<file path="config.mk">
export PLATFORM = sky130hd
export DESIGN_NAME = program_sequencer
export DESIGN_NICKNAME = d
export VERILOG_FILES = /design/src/rtl/harness_pkg.sv /design/src/rtl/program_sequencer_region_walker.sv /design/src/rtl/program_sequencer.sv
export SDC_FILE = /design/constraint.sdc
export NUM_CORES = 1
export LEC_CHECK = 0
export ABC_AREA = 1
export BUFFER_PORTS_ARGS = -buffer_cell sky130_fd_sc_hd__buf_2
export CAP_MARGIN = 10
export CORE_ASPECT_RATIO = 1.25
export CORE_UTILIZATION = 55
export DETAILED_ROUTE_END_ITERATION = 6
export PLACE_DENSITY_LB_ADDON = 0.05
export SLEW_MARGIN = 0
export SYNTH_ARGS = -nofsm -noshare
export SYNTH_HDL_FRONTEND = slang
export SYNTH_SLANG_ARGS = --single-unit
</file>
<file path="constraint.sdc">
create_clock -name clk -period 3.3 [get_ports clk]
set_clock_uncertainty 0.05 [all_clocks]
set_input_delay 0.165 -clock clk [delete_from_list [all_inputs] [get_ports clk]]
set_output_delay 0.165 -clock clk [all_outputs]
set_load 0.01 [all_outputs]
</file>
<file path="src/rtl/harness_pkg.sv">
// Shared types and default region table for the program sequencer harness.
package harness_pkg;

  typedef enum logic [2:0] {IDLE, LOAD, DRAIN, RUN, DONE} state_e;

  localparam int PROG_W = 4;

  localparam int                DEF_NUM_REGIONS = 4;
  localparam logic [4*8-1:0]    DEF_REGION_BASE = {8'd128, 8'd32, 8'd6, 8'd1};
  localparam logic [4*9-1:0]    DEF_REGION_LEN  = {9'd20, 9'd64, 9'd1, 9'd3};

endpackage

</file>
<file path="src/rtl/program_sequencer_region_walker.sv">
// Steps through a table of address regions one word per advance, skipping empty regions.
module region_walker
  import harness_pkg::*;
#(
  parameter int                            AW          = 8,
  parameter int                            NUM_REGIONS = DEF_NUM_REGIONS,
  parameter logic [NUM_REGIONS*AW-1:0]     REGION_BASE = DEF_REGION_BASE,
  parameter logic [NUM_REGIONS*(AW+1)-1:0] REGION_LEN  = DEF_REGION_LEN
) (
  input  logic          clk_i,
  input  logic          rst_ni,
  input  logic          load_i,
  input  logic          advance_i,
  output logic [AW-1:0] addr_o,
  output logic          valid_o,
  output logic          last_o,
  output logic          empty_o
);

  localparam int RW = (NUM_REGIONS > 1) ? $clog2(NUM_REGIONS) : 1;
  localparam logic [AW:0] LEN_ONE = {{AW{1'b0}}, 1'b1};

  logic [RW-1:0] reg_q, reg_d;
  logic [AW:0]   cnt_q, cnt_d;
  logic [AW-1:0] addr_q, addr_d;
  logic          valid_q, valid_d;

  logic          first_found, next_found;
  logic [RW-1:0] first_idx, next_idx;

  function automatic logic [AW-1:0] base_of(input int r);
    return REGION_BASE[r*AW +: AW];
  endfunction

  function automatic logic [AW:0] len_of(input int r);
    return REGION_LEN[r*(AW+1) +: (AW+1)];
  endfunction

  // Descending scan leaves the lowest qualifying index in first_idx / next_idx.
  always_comb begin
    first_found = 1'b0;
    first_idx   = '0;
    next_found  = 1'b0;
    next_idx    = '0;
    for (int r = NUM_REGIONS - 1; r >= 0; r--) begin
      if (len_of(r) != '0) begin
        first_found = 1'b1;
        first_idx   = RW'(r);
        if (r > int'(reg_q)) begin
          next_found = 1'b1;
          next_idx   = RW'(r);
        end
      end
    end
  end

  always_comb begin
    reg_d   = reg_q;
    cnt_d   = cnt_q;
    addr_d  = addr_q;
    valid_d = valid_q;
    if (load_i) begin
      reg_d   = first_idx;
      addr_d  = base_of(int'(first_idx));
      cnt_d   = len_of(int'(first_idx));
      valid_d = first_found;
    end else if (advance_i && valid_q) begin
      if (cnt_q > LEN_ONE) begin
        addr_d = addr_q + 1'b1;
        cnt_d  = cnt_q - 1'b1;
      end else if (next_found) begin
        reg_d  = next_idx;
        addr_d = base_of(int'(next_idx));
        cnt_d  = len_of(int'(next_idx));
      end else begin
        valid_d = 1'b0;
      end
    end
  end

  always_ff @(posedge clk_i or negedge rst_ni) begin
    if (!rst_ni) begin
      reg_q   <= '0;
      cnt_q   <= '0;
      addr_q  <= '0;
      valid_q <= 1'b0;
    end else begin
      reg_q   <= reg_d;
      cnt_q   <= cnt_d;
      addr_q  <= addr_d;
      valid_q <= valid_d;
    end
  end

  assign addr_o  = addr_q;
  assign valid_o = valid_q;
  assign last_o  = valid_q && (cnt_q == LEN_ONE) && !next_found;
  assign empty_o = !first_found;

endmodule

</file>
<file path="src/rtl/program_sequencer.sv">
// Test-harness sequencer: rotates program index, copies image regions into core
// data memory, then releases the core and waits for done or a watchdog timeout.
module program_sequencer
  import harness_pkg::*;
#(
  parameter int                            NUM_PROGS   = 3,
  parameter int                            AW          = 8,
  parameter int                            DW          = 8,
  parameter int                            NUM_REGIONS = DEF_NUM_REGIONS,
  parameter logic [NUM_REGIONS*AW-1:0]     REGION_BASE = DEF_REGION_BASE,
  parameter logic [NUM_REGIONS*(AW+1)-1:0] REGION_LEN  = DEF_REGION_LEN,
  parameter int                            TIMEOUT     = 65535
) (
  input  logic              clk,
  input  logic              rst_n,
  input  logic              start,
  output logic              busy,
  output logic [PROG_W-1:0] prog_idx,
  output logic [AW-1:0]     img_addr,
  input  logic [DW-1:0]     img_rdata,
  output logic              dm_we,
  output logic [AW-1:0]     dm_addr,
  output logic [DW-1:0]     dm_wdata,
  output logic              core_init,
  input  logic              core_done,
  output logic              done,
  output logic              err,
  output logic [AW:0]       words_loaded
);

  state_e            state_q;
  logic [PROG_W-1:0] prog_q;
  logic              busy_q, done_q, err_q, core_init_q, dm_we_q;
  logic [AW-1:0]     dm_addr_q;
  logic [AW:0]       words_q;
  logic [31:0]       wd_q;

  logic          accept;
  logic [AW-1:0] wlk_addr;
  logic          wlk_valid, wlk_last, wlk_empty;

  assign accept = start && ((state_q == IDLE) || (state_q == DONE));

  region_walker #(
    .AW          (AW),
    .NUM_REGIONS (NUM_REGIONS),
    .REGION_BASE (REGION_BASE),
    .REGION_LEN  (REGION_LEN)
  ) u_walker (
    .clk_i     (clk),
    .rst_ni    (rst_n),
    .load_i    (accept),
    .advance_i (state_q == LOAD),
    .addr_o    (wlk_addr),
    .valid_o   (wlk_valid),
    .last_o    (wlk_last),
    .empty_o   (wlk_empty)
  );

  always_ff @(posedge clk or negedge rst_n) begin
    if (!rst_n) begin
      state_q     <= IDLE;
      prog_q      <= '0;
      busy_q      <= 1'b0;
      done_q      <= 1'b0;
      err_q       <= 1'b0;
      core_init_q <= 1'b1;
      dm_we_q     <= 1'b0;
      dm_addr_q   <= '0;
      words_q     <= '0;
      wd_q        <= '0;
    end else begin
      // Write stage trails the address stage by one cycle to match the image read latency.
      dm_we_q <= (state_q == LOAD);
      if (state_q == LOAD) dm_addr_q <= wlk_addr;
      if (dm_we_q) words_q <= words_q + 1'b1;

      case (state_q)
        IDLE, DONE: begin
          if (accept) begin
            prog_q  <= (prog_q == PROG_W'(NUM_PROGS)) ? PROG_W'(1) : prog_q + 1'b1;
            busy_q  <= 1'b1;
            done_q  <= 1'b0;
            err_q   <= 1'b0;
            words_q <= '0;
            if (wlk_empty) begin
              state_q     <= RUN;
              core_init_q <= 1'b0;
              wd_q        <= '0;
            end else begin
              state_q     <= LOAD;
              core_init_q <= 1'b1;
            end
          end
        end
        LOAD: begin
          if (wlk_last || !wlk_valid) state_q <= DRAIN;
        end
        DRAIN: begin
          state_q     <= RUN;
          core_init_q <= 1'b0;
          wd_q        <= '0;
        end
        RUN: begin
          wd_q <= wd_q + 32'd1;
          // The first RUN cycle may still see the previous run's done level.
          if ((wd_q != '0) && core_done) begin
            state_q <= DONE;
            busy_q  <= 1'b0;
            done_q  <= 1'b1;
            err_q   <= 1'b0;
          end else if ((TIMEOUT != 0) && ((wd_q + 32'd1) == 32'(TIMEOUT))) begin
            state_q     <= DONE;
            busy_q      <= 1'b0;
            done_q      <= 1'b1;
            err_q       <= 1'b1;
            core_init_q <= 1'b1;
          end
        end
        default: state_q <= IDLE;
      endcase
    end
  end

  assign busy         = busy_q;
  assign prog_idx     = prog_q;
  assign img_addr     = wlk_addr;
  assign dm_we        = dm_we_q;
  assign dm_addr      = dm_addr_q;
  assign dm_wdata     = img_rdata;
  assign core_init    = core_init_q;
  assign done         = done_q;
  assign err          = err_q;
  assign words_loaded = words_q;

endmodule

</file>
== Word-level counts from Yosys, hierarchy flattened ==
Index checks and enable logic that the tools add are counted.
Widths: inputs -> output; s select.

* Input port bits: 12
* Bits in registers: 81
* Output and inout bits: 42

* Add/sub/neg operators: 5
* Muxes and demuxes: 44
* Multipliers: 1
* $lt $le $gt $ge: 4
* Reductions and logical operators: 25
* Eq/ne operators: 14
* Shift-type cells: 2

{| class="wikitable"
|+ Operators by type and width
! kind !! count
|-
| $pmux 32 s2 || 1
|-
| $mux 9 || 7
|-
| $shiftx 36x32->9 const A || 1
|-
| $add 32x1->32 const B || 1
|-
| $eq 32x16->1 const B || 1
|-
| $mux 8 || 4
|-
| $reduce_bool 32->1 || 1
|-
| $shiftx 32x6->8 const A || 1
|-
| $mux 1 || 15
|-
| $mux 2 || 7
|-
| $mux 3 || 4
|-
| $ne 2x2->1 const B || 6
|-
| $pmux 3 s4 || 1
|-
| $reduce_and 3->1 || 4
|-
| $add 9x1->9 const B || 1
|-
| $eq 9x1->1 const B || 1
|-
| $gt 9x1->1 const B || 1
|-
| $sub 9x1->9 const B || 1
|-
| $add 8x1->8 const B || 1
|-
| $reduce_bool 2->1 || 4
|-
| $eq 3x2->1 const B || 2
|-
| $mul 2x4->6 const B || 1
|-
| $pmux 1 s2 || 3
|-
| $reduce_bool 3->1 || 2
|-
| other kinds (16) || 24
|}

== Logic depth before layout (Yosys ltp) ==
* Depth after elaboration: 10
* Depth in mapped cells: 16
* Mapped depth without buffers: 16

== Modules after synthesis ==
A second synthesis with hierarchy kept.

* Cells, all modules: 775
* Area total of the unflattened synthesis: 5232.5 sq um

{| class="wikitable"
|+ By module, submodules not included
! module !! area an instance (sq um) !! times used !! cells an instance !! sequential area each (sq um)
|-
| program_sequencer || 3771.1 || 1 || 562 || 1527.7
|-
| region_walker || 1461.4 || 1 || 213 || 500.5
|}

== Worst setup path before layout ==
OpenSTA, ideal clock, no wires.

* Path type: register to register
* From: register wd_q[1]
* To: register busy_q, in the netlist busy
* Cell stages (with the launch flop): 17
* Arrival time: 1.787 ns
* Data required time: 3.122 ns
* Slack: 1.335 ns
* Period minus slack after synthesis: 1.965 ns
* Path through: dfrtp_1 > ha_1 > nand2_2 > nor2_4 > nand2_2 > nor2_2 > nand2_1 > nand2_1 > nand2_1 > nor2_1 > nand2_1 > nor2_2 > nand3_2 > nand3_4 > nand2_2 > nand2_1 > nand2_1

* Cells in the longest elaborated chain, start to end: 4
* Elaborated cells between the ends (all ways): 8
* Those cells by class: 1 x add/sub; 2 x eq/ne; 2 x mux; 3 x reduce/logical

{| class="wikitable"
|+ Ends and longest elaborated chain
! item !! line !! text
|-
| start: declaration || program_sequencer.sv:36 || <nowiki>logic [31:0] wd_q;</nowiki>
|-
| start signal: assignment || program_sequencer.sv:105 || <nowiki>wd_q <= wd_q + 32'd1;</nowiki>
|-
| $add 32x1->32 / $reduce_bool 32->1 (equally long branches) || program_sequencer.sv:112, program_sequencer.sv:107 ||
|-
| $eq 32x16->1 / $logic_and 1x1->1 (equally long branches) || program_sequencer.sv:112, program_sequencer.sv:107 ||
|-
| $ne 3x3->1 (no line) / $mux 1 (equally long branches) || -- ||
|-
| $reduce_and 3->1 (no line) / $pmux 1 s2 (equally long branches) || -- ||
|-
| end signal: assignment || program_sequencer.sv:82 || <nowiki>busy_q <= 1'b1;</nowiki>
|-
| end signal: assignment || program_sequencer.sv:109 || <nowiki>busy_q <= 1'b0;</nowiki>
|-
| end signal: assignment || program_sequencer.sv:114 || <nowiki>busy_q <= 1'b0;</nowiki>
|-
| end: declaration || program_sequencer.sv:33 || <nowiki>logic busy_q, done_q, err_q, core_init_q, dm_we_q;</nowiki>
|}

Parallel ways exist; a longest one is shown, timed or not.
A chain may end at the register's enable or synchronous reset.

== Final worst setup path ==
* From: register state_q[1]
* To: register u_walker.cnt_q[7]

* Cells in the longest elaborated chain, start to end: 5
* Elaborated cells between the ends (all ways): 10
* Those cells by class: 2 x eq/ne; 1 x mux; 7 x reduce/logical

{| class="wikitable"
|+ Ends and longest elaborated chain
! item !! line !! text
|-
| start: declaration || program_sequencer.sv:31 || <nowiki>state_e state_q;</nowiki>
|-
| start signal: assignment || program_sequencer.sv:62 || <nowiki>state_q <= IDLE;</nowiki>
|-
| start signal: assignment || program_sequencer.sv:87 || <nowiki>state_q <= RUN;</nowiki>
|-
| start signal: assignment || program_sequencer.sv:91 || <nowiki>state_q <= LOAD;</nowiki>
|-
| $eq 3x3->1 / $logic_not 3->1 (equally long branches) || program_sequencer.sv:42 || <nowiki>assign accept = start && ((state_q == IDLE) || (state_q == DONE));</nowiki>
|-
| $logic_or 1x1->1 || program_sequencer.sv:42 ||
|-
| $logic_and 1x1->1 || program_sequencer.sv:42 ||
|-
| $reduce_bool 3->1 (no line) / $reduce_bool 2->1 (equally long branches) || -- ||
|-
| $reduce_and 2->1 (no line) || -- ||
|-
| end signal: assignment || program_sequencer_region_walker.sv:89 || <nowiki>cnt_q <= cnt_d;</nowiki>
|-
| end: declaration || program_sequencer_region_walker.sv:24 || <nowiki>logic [AW:0] cnt_q, cnt_d;</nowiki>
|}

Parallel ways exist; a longest one is shown, timed or not.

==> results.cfg <==
[run_status]
outcome = complete, no violations

[placed_design]
dp_slack_ns = 0.826
dpl-instance-area_mm2 = 0.00515
dpl.hpwl_um = 9010
numPortBuffers = 37
place.gp.congestion = 0.870
place_inst = 820

[worst_setup_path]
path_max_fanout = 18
critPathRequiredTime_ns = 3.50
criticalPathCategory = reg -> reg
rr_worst_depth = 10
arrival_ns = 2.68
critPathMaxStageDelay_ns = 0.41
crit_path_start_kind = flip-flop
rrSetupSlack_ns = 0.82
r2r_start = state_q[1]
crit_chain = nor2_1 > nand2_1 > nand2_1 > o21ai_2 > buf_4 > inv_1 > nand3b_1 > nor2_1 > a21oi_1 > o21a_1
crit_family = simple AND/OR/NAND/NOR gates
endpoint_kind = flip-flop
rr_endpoint = u_walker.cnt_q[7]
cp_num_buf_inv = 2
crit_path_top_delay_cell = dfrtp_1

[floorplan]
die-area_mm2 = 0.00927
die_w_um = 86.3
core-area_mm2 = 0.00865
io_pins = 54
start_util = 0.565
placementRows = 38
fp.dieH_um = 107

[global_routing]
antenna_found_initial = 0
grt_overflow = 0
grt_pass1_wl_um = 19900
grt_max_degree = 82
grt.total_usage = 0.279
grt_pass1_vias = 4269

[cells_and_area]
final_cell_mix = 210 x nand2_1, 80 x dfrtp_1, 77 x inv_1
final_util = 0.615
drive_above_1_share = 0.116
postLayoutCellArea_mm2 = 0.00532
fin_nets = 737
layout.cells.non_filler = 836
diodes = 0
area_growth_pct = 8.83
final_common_cell = nand2_1

[sta]
finalSetupViolCount = 0
finalWorstSetupSlack_ns = 0.823
final_max_slew_viol_count = 0
slew_headroom = 0.319
max_freq_mhz = 404
period_needed_ns = 2.48
hold_violations = 0
tns_ns = 0
fin_crit_sh = 0.751
rsz0062_at_grt = no
worst_pin_slew_ns = 1.02

[synthesis]
synth_edf_count = 0
synthArstFlopShare = 1.00
synth.distinct_cells = 42
synth_fp_nets = 703
synth_flop_cell = dfrtp_1
synth_xor_area_frac = 0.0125
yosysTopAreaCellShare = 0.410
syn_area_per_cell_um2 = 7.21
synth_compound_area_frac = 0.119
synthCells = 678
ys_ff_latch = 81
synthMuxAreaShare = 0.00205
synth_simple_gate_area_share = 0.336
yosys_warnings = 0
synth.area.top_cells = dfrtp_1 41%, nand2_1 16%, o21ai_0 6.1%
synthAdderAreaFrac = 0.0333
yosysSeqAreaShare = 0.415
yosysTopAreaCell = dfrtp_1
netlist_area_mm2 = 0.00489
synth_top_family_by_area = simple AND/OR/NAND/NOR gates

[pwr]
power_density_mw_per_mm2 = 688
peakVddDrop_mv = 0.477
leakage_uw = 0.00253

[routing]
drtPass1Iterations = 4
drc = 0
vias = 4429
via_per_inst = 5.30
wirelength_um = 12000
ant_nets = 0
wire_per_inst_um = 14.4
drt_iter0_drc = 198

[cts]
cts_buffers = 9
cts_sinks = 81
cts_buffer_depth = 2
htree_levels = 3
post_cts_resized = 0
clk_pin_slew_worst_paths_ns = 0.09
clkLatencyLatePin_ns = 0.36
cts_root_buf = clkbuf_8
cts_tree = yes

[job]
maxCapViolCount = 0

[hold_path]
hold_class = in -> reg
hold_path_startpoint = core_done
whs_path_depth = 4
hold_end = err
[what timing repair did]
item / 4_1_cts / 5_1_grt
hold buffers: 1 / 0
buffers inserted: 0 / 0
endpoints found under the hold margin: 80 / 0
[Yosys cell counts (all sizes together), types with 3 or more instances]
master and count:
a21oi 18, a22o 3, buf 13, clkbuf 5, dfrtp 80, ha 13, inv 77, nand2 218
nand3 32, nand4 6, nor2 90, nor3 9, nor3b 3, nor4 9, o211ai 3, o21a 3
o21ai 63, o22ai 9, o31ai 3, or2 3, xor2 6
[sequential cells by signal, indices dropped and copies added (netlist names)]
signal and flops:
busy 1, dm_addr 8, u_walker.reg_q 2, words_loaded 9, state_q 3, wd_q 32
err 1, prog_idx 4, u_walker.cnt_q 9, core_init 1, dm_we 1, u_walker.valid_o 1
u_walker.addr_o 8, done 1
[through the flow]
step | hold WS [ns] | power [uW]
2_1_floorplan | -0.181 | 2530
3_3_place_gp | 0.280 | 3000
3_5_place_dp | 0.280 | 3040
4_1_cts | 0.0714 | 3690
5_1_grt | 0.102 | 3960
6_report | 0.0758 | 3660
[area by class of cell]
class	count	area [um2]
fillers	833	3330
well taps	120	150
clock buffers	12	145
inverters	79	297
repair buffers	41	220
multi-input cells	500	2460
clock inverters	3	17.5
flip-flops and latches	81	2030
[metal layers]
| metal | track usage | share of wire | vias up |
|---|---|---|---|
| met3 | 0.0391 | 0.031 | 23 |
| met5 | 0 | 0 | - |
| met4 | 0.132 | 0.025 | 0 |
| met2 | 0.511 | 0.54 | 72 |
| li1 | - | - | 2233 |
| met1 | 0.315 | 0.41 | 2101 |
[worst min-delay path, stage by stage]
cell and delay, ns:
buf_2 0.09, a21oi_1 0.07, nand3_1 0.08, nand2_1 0.05
[cells by family after synthesis]
| group | count (synthesis) |
|---|---|
| muxes | 1 |
| DFF | 81 |
| AOI/OAI and AO/OA | 105 |
| xor gates and xnor gates | 7 |
| buffers and inverters | 97 |
| adders and majority gates | 13 |
| and+or+nand+nor | 374 |
[how the worst max path moves through the flow]
stage               depth (start not counted)  slack (ns)                 end       start
CTS                                        10        0.81   u_walker.cnt_q[7]  state_q[1]
global placement                            9        0.86  u_walker.addr_o[6]  state_q[1]
floorplan                                  16        1.33                busy     wd_q[1]
finish                                     10        0.82   u_walker.cnt_q[7]  state_q[1]
detailed placement                         10        0.83   u_walker.cnt_q[7]  state_q[1]
global route                                9        0.54  u_walker.addr_o[6]  state_q[1]
[power breakdown]
part | switching [uW] | total, uW | leakage [uW] | internal [uW]
registers | 212 | 1460 | 0.00107 | 1250
logic | 1020 | 1560 | 0.00138 | 536
clock network | 351 | 639 | 0.0000822 | 288
total | 1590 | 3660 | 0.00253 | 2070
No activity file was read; power rests on OpenSTA's default activity.
